<file path="src/rtl/cpu_pkg.sv">
// Shared datapath definitions: default widths and the per-lane holding state.
package cpu_pkg;

  localparam int DATA_W_DEF = 8;
  localparam int N_OUT_DEF  = 4;

  typedef enum logic {
    LANE_EMPTY = 1'b0,
    LANE_FULL  = 1'b1
  } lane_state_t;

endpackage

</file>
<file path="src/rtl/demux_slot.sv">
// One-entry holding register for a single output lane, with load, drain and flush.
module demux_slot
  import cpu_pkg::*;
#(
  parameter int DATA_W = DATA_W_DEF
) (
  input  logic              clk,
  input  logic              rst,
  input  logic              flush,
  input  logic              load,
  input  logic              ready,
  input  logic [DATA_W-1:0] load_data,
  output logic              valid,
  output logic [DATA_W-1:0] data
);

  lane_state_t       state_q;
  lane_state_t       state_n;
  logic [DATA_W-1:0] data_q;

  always_ff @(posedge clk or posedge rst) begin
    if (rst) begin
      state_q <= LANE_EMPTY;
    end else begin
      state_q <= state_n;
    end
  end

  // A drain and a load in the same cycle keep the lane FULL with the new word.
  always_comb begin
    state_n = state_q;
    case (state_q)
      LANE_EMPTY: if (!flush && load) state_n = LANE_FULL;
      LANE_FULL: begin
        if (flush)              state_n = LANE_EMPTY;
        else if (!load && ready) state_n = LANE_EMPTY;
      end
    endcase
  end

  always_ff @(posedge clk or posedge rst) begin
    if (rst) begin
      data_q <= '0;
    end else if (load && !flush) begin
      data_q <= load_data;
    end
  end

  assign valid = (state_q == LANE_FULL);
  assign data  = data_q;

endmodule

</file>
<file path="src/rtl/bus_demux.sv">
// One-to-N stream router: steers each accepted word into the holding slot picked by in_sel.
module bus_demux
  import cpu_pkg::*;
#(
  parameter int DATA_W = DATA_W_DEF,
  parameter int N_OUT  = N_OUT_DEF
) (
  input  logic                       clk,
  input  logic                       rst,
  input  logic                       flush,
  input  logic                       in_valid,
  output logic                       in_ready,
  input  logic [$clog2(N_OUT)-1:0]   in_sel,
  input  logic [DATA_W-1:0]          in_data,
  output logic [N_OUT-1:0]           out_valid,
  input  logic [N_OUT-1:0]           out_ready,
  output logic [N_OUT*DATA_W-1:0]    out_data,
  output logic [15:0]                xfer_cnt
);

  localparam int SEL_W = $clog2(N_OUT);

  logic             accept;
  logic [N_OUT-1:0] load;
  logic [15:0]      cnt_q;

  // The selected lane can take a word if it is empty or is being drained this cycle.
  assign in_ready = !flush && (!out_valid[in_sel] || out_ready[in_sel]);
  assign accept   = in_valid && in_ready;

  for (genvar i = 0; i < N_OUT; i++) begin : g_lane
    assign load[i] = accept && (in_sel == SEL_W'(i));

    demux_slot #(
      .DATA_W(DATA_W)
    ) u_slot (
      .clk      (clk),
      .rst      (rst),
      .flush    (flush),
      .load     (load[i]),
      .ready    (out_ready[i]),
      .load_data(in_data),
      .valid    (out_valid[i]),
      .data     (out_data[i*DATA_W +: DATA_W])
    );
  end

  always_ff @(posedge clk or posedge rst) begin
    if (rst) begin
      cnt_q <= '0;
    end else if (accept) begin
      cnt_q <= cnt_q + 16'd1;
    end
  end

  assign xfer_cnt = cnt_q;

endmodule
</file>
<file path="config.mk">
export PLATFORM = sky130hd
export DESIGN_NAME = bus_demux
export DESIGN_NICKNAME = d
export VERILOG_FILES = /design/src/rtl/cpu_pkg.sv /design/src/rtl/demux_slot.sv /design/src/rtl/bus_demux.sv
export SDC_FILE = /design/constraint.sdc
export NUM_CORES = 1
export LEC_CHECK = 0
export CAP_MARGIN = 25
export CORE_MARGIN = 10
export CORE_UTILIZATION = 60
export CTS_BUF_LIST = sky130_fd_sc_hd__clkbuf_8
export CTS_CLUSTER_DIAMETER = 80
export DETAILED_ROUTE_END_ITERATION = 8
export DONT_BUFFER_PORTS = 1
export GPL_TIMING_DRIVEN = 0
export PLACE_DENSITY = 0.84
export SETUP_SLACK_MARGIN = 0.3
export SLEW_MARGIN = 20
export SYNTH_ARGS = -nofsm -noshare
export SYNTH_HDL_FRONTEND = slang
export SYNTH_SLANG_ARGS = --single-unit
</file>
<file path="constraint.sdc">
create_clock -name clk -period 2.1 [get_ports clk]
set_input_delay 0.21 -clock clk [delete_from_list [all_inputs] [get_ports clk]]
set_output_delay 0.21 -clock clk [all_outputs]
set_load 0.02 [all_outputs]
</file>
# Yosys cells after proc, flatten, opt, wreduce, memory -nomap -nowiden
# Index checks and enable logic that the tools add are counted.
word_totals:
  regBits: 52
  latch_bits: 0
  ramBits: 0
  romBits: 0
  in_bits: 18
  output_inout_bits: 53
  elab_cells: 60
  n_memories: 0
classes:
  n_addsub: 1
  mul: 0
  n_div: 0
  order_cmp: 1
  eq_ne: 3
  shift: 0
  muxes: 20
  bitwise: 4
  reduce_logical: 22
op_table:
  columns: ["cell", "count"]
  rows:
  - ["16-bit by 1-bit adder with 16-bit output, second input constant", 1]
  - ["1-bit logical AND", 14]
  - ["1-bit 2-to-1 mux", 14]
  - ["1-bit one-hot mux with 2 select lines", 4]
  - ["1-bit zero test", 6]
  - ["1-bit binary-select mux with 2-bit select", 2]
  - ["2-bit equality test, second input constant", 2]
  - ["1-bit inverter", 4]
  - ["2-bit by 3-bit < comparator with 1-bit output, second input constant", 1]
  - ["2-bit by 1-bit equality test with 1-bit output, second input constant", 1]
  - ["2-bit zero test", 1]
  - ["1-bit logical OR", 1]

# Logic depth before layout (Yosys ltp)
# Gate-level depths: netlist (run 1).
logic_depth:
  word_depth: 12
  mapped_depth: 5

# Modules after synthesis
# From an unflattened synthesis (run 1), not the netlist that was laid out.
unflattened:
  cells_unflattened: 171
  hier_area_um2: 2401.1
by_module_without_submodules:
  columns: ["module", "instances", "cells_per_inst", "area_each_um2"]
  rows:
  - ["demux_slot", 4, 23, 389.1]
  - ["bus_demux", 1, 79, 844.6]

# Worst setup path after synthesis (run 1)
# No wires, ideal clock.
synth_path:
  kind: "reg2reg"
  from: "reg g_lane[1].u_slot.state_q"
  to: "reg cnt_q[1] (netlist: xfer_cnt[1])"
  setup_time_ns: 0.128
  arrival_ns: 1.537
  path_slack_ns: 0.435
  stages_incl_launch_ff: 6
  path_buffers: 1
  cell_sequence: "dfrtp_1 > or2b_1 > mux4_2 > buf_6 > nand2_4 > mux2_1"
synth_between:
  elab_chain_cells: 6
synth_rtl:
  columns: ["element", "line_no", "rtl"]
  rows:
  - ["from (decl)", "demux_slot.sv:17", "lane_state_t state_q;"]
  - ["from (signal assigned)", "demux_slot.sv:25", "state_q <= state_n;"]
  - ["1-bit binary-select mux with 2-bit select", "bus_demux.sv:28", "assign in_ready = !flush && (!out_valid[in_sel] || out_ready[in_sel]);"]
  - ["1-bit 2-to-1 mux (implied by the code)", "bus_demux.sv:28", null]
  - ["1-bit zero test", "bus_demux.sv:28", null]
  - ["1-bit logical OR", "bus_demux.sv:28", null]
  - ["1-bit logical AND", "bus_demux.sv:28", null]
  - ["1-bit logical AND", "bus_demux.sv:29", "assign accept = in_valid && in_ready;"]
  - ["to (signal assigned)", "bus_demux.sv:52", "cnt_q <= cnt_q + 16'd1;"]
  - ["to (decl)", "bus_demux.sv:25", "logic [15:0] cnt_q;"]
# No other way between the ends. The select of a mux whose other input is x is not followed.
# A chain may end at the register's enable or synchronous reset.

# Worst setup path in the final report (run 1)
layout_path:
  from: "reg g_lane[0].u_slot.state_q"
  to: "out in_ready"
layout_between:
  elab_chain_cells: 5
layout_rtl:
  columns: ["element", "line_no", "rtl"]
  rows:
  - ["from (decl)", "demux_slot.sv:17", null]
  - ["from (signal assigned)", "demux_slot.sv:25", null]
  - ["1-bit binary-select mux with 2-bit select", "bus_demux.sv:28", null]
  - ["1-bit 2-to-1 mux (implied by the code)", "bus_demux.sv:28", null]
  - ["1-bit zero test", "bus_demux.sv:28", null]
  - ["1-bit logical OR", "bus_demux.sv:28", null]
  - ["1-bit logical AND", "bus_demux.sv:28", null]
  - ["to (decl)", "bus_demux.sv:12", "output logic in_ready,"]
# No other way between the ends. The select of a mux whose other input is x is not followed.

==> results of run 1 <==
-- layout by cell type (no fill, tap or decap), drive strengths merged --
master	count
or2b	2
mux4	2
nor3b	1
and4	1
buf	12
a21oi	1
nand2	4
ha	1
inv	3
dlygate4sd3	3
nor3	6
nand4	8
bufinv	1
xor2	5
a22oi	2
a2bb2oi	1
dfrtp	52
xnor2	10
nor2	4
nor4	1
and2b	2
nor2b	3
clkinv	1
clkbuf	6
and2	3
nand3	8
and3	2
mux2	33
nand2b	3
-- worst max-delay path: stages (launching register included) --
cell	delay (ns)
dfrtp_1	0.40
nor2b_2	0.19
mux4_2	0.50
nor2_4	0.17
-- synth_stat cells, types with 2 or more instances --
cell | n | area [um2]
a22oi_1 | 2 | 15.0
and2_2 | 3 | 22.5
and2b_1 | 2 | 15.0
buf_4 | 4 | 30.0
buf_6 | 2 | 22.5
dfrtp_1 | 52 | 1300
inv_1 | 3 | 11.3
mux2_2 | 32 | 360
mux4_2 | 2 | 45.0
nand2_1 | 3 | 11.3
nand2b_1 | 2 | 12.5
nand3_1 | 8 | 40.0
nand4_1 | 8 | 50.1
nor2_1 | 4 | 15.0
nor2b_2 | 2 | 17.5
nor3_1 | 4 | 20.0
or2b_1 | 2 | 15.0
xnor2_1 | 10 | 87.6
xor2_1 | 5 | 43.8
-- power groups by stage --
stage	clock network [uW]	logic (uW)	registers, uW
5_1_grt	783	365	1680
4_1_cts	714	330	1650
2_1_floorplan	0	275	1590
3_5_place_dp	0	325	1670
6_report	699	332	1640
3_3_place_gp	0	297	1660
-- metal layers --
metal | part of all wire [%] | track usage, % | up-vias
met3 | 11 | 6.59 | 5
met4 | 1.1 | 5.61 | 0
met1 | 35 | 16.2 | 666
li1 | - | - | 609
met2 | 54 | 24.9 | 52
met5 | 0 | 0 | -
-- registers in the layout, indices dropped and copies added (netlist names) --
register and count:
g_lane.u_slot.valid 4, xfer_cnt 16, g_lane.u_slot.data 32
-- worst paths after layout --
kind / cells past startpoint / endpoint / start
max: 3 / in_ready / g_lane[0].u_slot.valid$_DFF_PP0_
min: 1 / g_lane[2].u_slot.data[2]$_DFFE_PP0P_ / in_data[2]
max reg2reg: 5 / xfer_cnt[8]$_DFFE_PP0P_ / g_lane[0].u_slot.valid$_DFF_PP0_
min reg2reg: 1 / g_lane[0].u_slot.valid$_DFF_PP0_ / g_lane[0].u_slot.valid$_DFF_PP0_
max in group asynchronous: 3 / g_lane[0].u_slot.data[0]$_DFFE_PP0P_ / rst
min in group asynchronous: 2 / xfer_cnt[12]$_DFFE_PP0P_ / rst
-- kinds of logic (layout without fill, tap and decap cells) --
| logic type | after synthesis | after routing | share of synthesized area, % |
|---|---|---|---|
| compound gates | 4 | 4 | 1.24 |
| xor+xnor | 15 | 15 | 5.67 |
| fa+ha+maj | 1 | 1 | 0.540 |
| buf+inv | 11 | 26 | 3.84 |
| flops | 52 | 52 | 56.2 |
| mux | 35 | 35 | 18.0 |
| simple gates | 48 | 48 | 14.5 |
-- timing repair --
item | 4_1_cts | 5_1_grt
gates resized for setup | 2 | 4
buffers inserted | 1 | 2
hold endpoints to repair | 23 | 2
endpoints found under the setup margin | 1 | 5
hold buffers | 2 | 1
-- cell type report --
type | count | area [um2]
fill | 262 | 1080
clock inverter | 2 | 38.8
tap | 48 | 60.1
buffer | 8 | 77.6
inverter | 3 | 11.3
clock buffer | 6 | 82.6
timing repair buffer | 7 | 85.1
multi-input combinational | 103 | 948
sequential | 52 | 1300
-- metrics by stage --
step                instance area (um2)  total power, uW
floorplan                          2320             1860
global placement                   2380             1950
detailed placement                 2400             1990
CTS                                2550             2690
global route                       2610             2820
finish                             2610             2670
==> flow_metrics.env, run 1 <==
export IMPL_pwr_share_comb_pct=12.4
export IMPL_clkPwrFrac_pct=26.2
export IMPL_pre_cts_ws_ns=0.351
export IMPL_ff2ff_setup_slack_ns=0.36
export IMPL_cp_arrival_ns=1.56
export IMPL_synth_edf_count=0
export IMPL_core_area_mm2=0.00369
export IMPL_chipHeight_um=82.1
export IMPL_area_delta_synth_final_pct=12.5
export IMPL_drive_above_1_share_pct=40.3
export IMPL_ys_seq_area_share_pct=56.2
export IMPL_gr_total_overflow=0
export IMPL_crit_type="flip-flop to primary output"
export IMPL_layout_setup_ws_ns=0.331
export IMPL_clockBufferDepth=2
export IMPL_setup_violations=0
export IMPL_clk_pin_slew_worst_paths_ns=0.09
export IMPL_start_util_pct=62.8
export IMPL_status="complete, no violations"
export IMPL_syn_nets=185
export IMPL_worstMarginPinSlew_ns=0.734
export IMPL_antenna_found_initial=0
export IMPL_p_sw_uw=883
export IMPL_die_area_mm2=0.00675
export IMPL_instances_no_fill=229
export IMPL_timing_final_max_slew_violations=0
export IMPL_grt_pass1_vias=1420
export IMPL_fin_crit_sh_pct=84.2
export IMPL_via_per_inst=5.82
export IMPL_post_route_min_period_ns=1.77
export IMPL_cts_tree="built"
export IMPL_crit_fanout=4
export IMPL_hold_viol=0
export IMPL_ios=71
export IMPL_postRouteAntennaNets=0
export IMPL_hp_class="input port to flip-flop"
export IMPL_crit_path_start_kind="flip-flop"
export IMPL_grt_pass1_wl_mm=7.55
export IMPL_drv_cap=0
export IMPL_synth_cell_type_count=35
export IMPL_n_antenna_cell=0
export IMPL_clock_latency_ns=0.30
export IMPL_drt_first_iter_violations=44
export IMPL_num_vias=1332
export IMPL_yosysWarningCount=0
export IMPL_maxSlewHeadroom_pct=50.7
export IMPL_drtPass1Iterations=4
export IMPL_htree_levels=2
export IMPL_intPower_uw=1790
export IMPL_row_count=22
export IMPL_pwr_share_seq_pct=61.4
export IMPL_tns_ns=0
export IMPL_io_buffer_count=0
export IMPL_drt_wl_total_mm=4.83
export IMPL_ys_async_sr_fraction_pct=100
export IMPL_clockRootBuffer="clkbuf_8"
export IMPL_dp_hpwl_mm=3.64
export IMPL_netSwitchingFraction_pct=33.1
export IMPL_synth_area_per_cell_um2=14.0
export IMPL_synthFlopType="dfrtp_1"
export IMPL_route_detailed_drc=0
export IMPL_critical_path_required_ns=1.89
export IMPL_synth_seq_cells=52
export IMPL_grt_max_degree=32
export IMPL_cellPowerDensity_mw_per_mm2=1020
export IMPL_syn_area_mm2=0.00232
export IMPL_grt_setup_unrepaired="yes"
export IMPL_fin_worst_skew_ns=0.00273
export IMPL_irDropWorstVdd_v=0.000626
export IMPL_nets=199
export IMPL_final_util_pct=70.7
export IMPL_worst_setup_path_end_kind="primary output"
export IMPL_die_width_um=82.1
export IMPL_tritoncts_num_buffers=5
export IMPL_p_leak_uw=0.00114
export IMPL_postSynthCellCount=166
export IMPL_wire_per_inst_um=21.1
export IMPL_gp_congestion=0.758
export IMPL_clock_sinks=52
export IMPL_fmax_mhz=565
export IMPL_gr_usage_all_layers_pct=14.8
export IMPL_hold_slack_ns=0.0554
export IMPL_post_place_cells=215
No activity file was read; power rests on OpenSTA's default activity.
==> run 2, diff against run 1 <==
clock period = 1.7 ns   (was 2.1 ns; I/O delays follow)
==> flow_metrics.env, run 2 (same netlist as run 1, synthesis figures left out) <==
export IMPL_status="finished with violations"
export IMPL_violations="negative setup slack"
export IMPL_gr_usage_all_layers_pct=16.6
export IMPL_dp_hpwl_mm=3.87
export IMPL_crit_path_start_kind="flip-flop"
export IMPL_nets=217
export IMPL_stdcell_area_mm2=0.00297
export IMPL_fillers=214
export IMPL_timing_final_max_slew_violations=0
export IMPL_maxSlewHeadroom_pct=72.9
export IMPL_gr_total_overflow=0
export IMPL_gp_congestion=0.770
export IMPL_num_vias=1521
export IMPL_hold_viol=0
export IMPL_critical_path_required_ns=1.53
export IMPL_clockRootBuffer="clkbuf_8"
export IMPL_wire_per_inst_um=24.5
export IMPL_grt_pass1_wl_mm=8.42
export IMPL_clk_pin_slew_worst_paths_ns=0.08
export IMPL_via_per_inst=6.18
export IMPL_final_common_cell="dfrtp_1"
export IMPL_place_area_mm2=0.00242
export IMPL_tns_ns=-0.167
export IMPL_fin_worst_skew_ns=0.00898
export IMPL_layout_setup_ws_ns=-0.0685
export IMPL_route_detailed_drc=0
export IMPL_post_place_cells=214
export IMPL_ios=71
export IMPL_mostFrequentLayoutCells="dfrtp_1 (47), mux2_2 (24), buf_4 (10)"
export IMPL_row_count=22
export IMPL_fmax_mhz=565
export IMPL_largest_reg_flops=32
export IMPL_cellPowerDensity_mw_per_mm2=1160
export IMPL_die_area_mm2=0.00675
export IMPL_clock_sinks=52
export IMPL_grt_max_degree=53
export IMPL_n_antenna_cell=0
export IMPL_io_buffer_count=0
export IMPL_area_delta_synth_final_pct=28.2
export IMPL_die_width_um=82.1
export IMPL_grt_pass1_vias=1572
export IMPL_hp_class="input port to flip-flop"
export IMPL_crit_type="flip-flop to primary output"
export IMPL_grt_setup_unrepaired="yes"
export IMPL_irDropWorstVdd_v=0.000825
export IMPL_worstMarginPinSlew_ns=0.407
export IMPL_htree_levels=2
export IMPL_post_route_min_period_ns=1.77
export IMPL_clockBufferDepth=2
export IMPL_clock_latency_ns=0.30
export IMPL_start_util_pct=62.8
export IMPL_postRouteAntennaNets=0
export IMPL_crit_fanout=3
export IMPL_antenna_found_initial=0
export IMPL_chipHeight_um=82.1
export IMPL_setup_violations=4
export IMPL_fin_crit_sh_pct=104
export IMPL_worst_setup_path_end_kind="primary output"
export IMPL_drt_wl_total_mm=6.03
export IMPL_tritoncts_num_buffers=5
export IMPL_p_leak_uw=0.00131
export IMPL_core_area_mm2=0.00369
export IMPL_drt_first_iter_violations=74
export IMPL_cp_arrival_ns=1.60
export IMPL_drv_cap=0
export IMPL_drive_above_1_share_pct=51.0
export IMPL_drtPass1Iterations=5
export IMPL_instances_no_fill=246
export IMPL_cts_tree="built"
==> run 2: final cells by class <==
type | count | area, um2 | share of cell area [%]
sequential | 52 | 1310 | 44.0
clock inverter | 2 | 33.8 | 1.14
multi-input combinational | 103 | 1120 | 37.7
buffer | 8 | 77.6 | 2.61
tap | 48 | 60.1 | 2.02
timing repair buffer | 25 | 288 | 9.69
clock buffer | 5 | 68.8 | 2.32
inverter | 3 | 15.0 | 0.506
==> run 2: what timing repair did <==
action	in CTS	in global routing
setup endpoints to repair	51	25
buffers inserted	11	3
hold buffers	2	7
resized for setup	26	12
gates cloned	0	1
hold endpoints to repair	13	9
pin swaps	14	6
==> run 2: routing by layer <==
layer | GRT usage, % | routed length [um]
met5 | 0 | 0
met4 | 5.44 | 160
met3 | 8.64 | 630
met2 | 30.3 | 3210
met1 | 15.8 | 2030
==> run 2: stage by stage <==
| stage | worst slack, ns | hold slack (ns) | utilization [%] | total power, uW |
|---|---|---|---|---|
| after global placement | 0.00515 | 0.262 | 65.5 | 2440 |
| after global routing | -0.118 | -0.000676 | 80.5 | 3630 |
| after CTS | -0.0741 | 0.00521 | 74.8 | 3370 |
| after detailed placement | -0.0219 | 0.266 | 65.5 | 2490 |
| final | -0.0685 | 0.0182 | 80.5 | 3460 |
| after floorplan | 0.0603 | 0.225 | - | 2330 |
==> run 2: critical path, stage by stage (launching register included) <==
cell and delay (ns):
dfrtp_1 0.42, and2b_1 0.18, mux4_2 0.52, nor2_4 0.19
==> run 2: power by group <==
part	switching [uW]	internal, uW	leakage [uW]
sequential	588	1480	0.000645
combinational	221	364	0.000605
clock	375	426	0.0000554
==> run 2: path summary, 6_finish.rpt <==
kind                       slack, ns                              endpoint  cells after the start                              from
setup reg to reg               -0.05               xfer_cnt[1]$_DFFE_PP0P_                      5  g_lane[0].u_slot.valid$_DFF_PP0_
min in group asynchronous       0.31               xfer_cnt[1]$_DFFE_PP0P_                      2                               rst
max in group asynchronous       0.89               xfer_cnt[0]$_DFFE_PP0P_                      3                               rst
setup / recovery               -0.07                              in_ready                      3  g_lane[3].u_slot.valid$_DFF_PP0_
hold / removal                  0.02  g_lane[3].u_slot.data[4]$_DFFE_PP0P_                      1                        in_data[4]
hold reg to reg                 0.51      g_lane[1].u_slot.valid$_DFF_PP0_                      1  g_lane[1].u_slot.valid$_DFF_PP0_
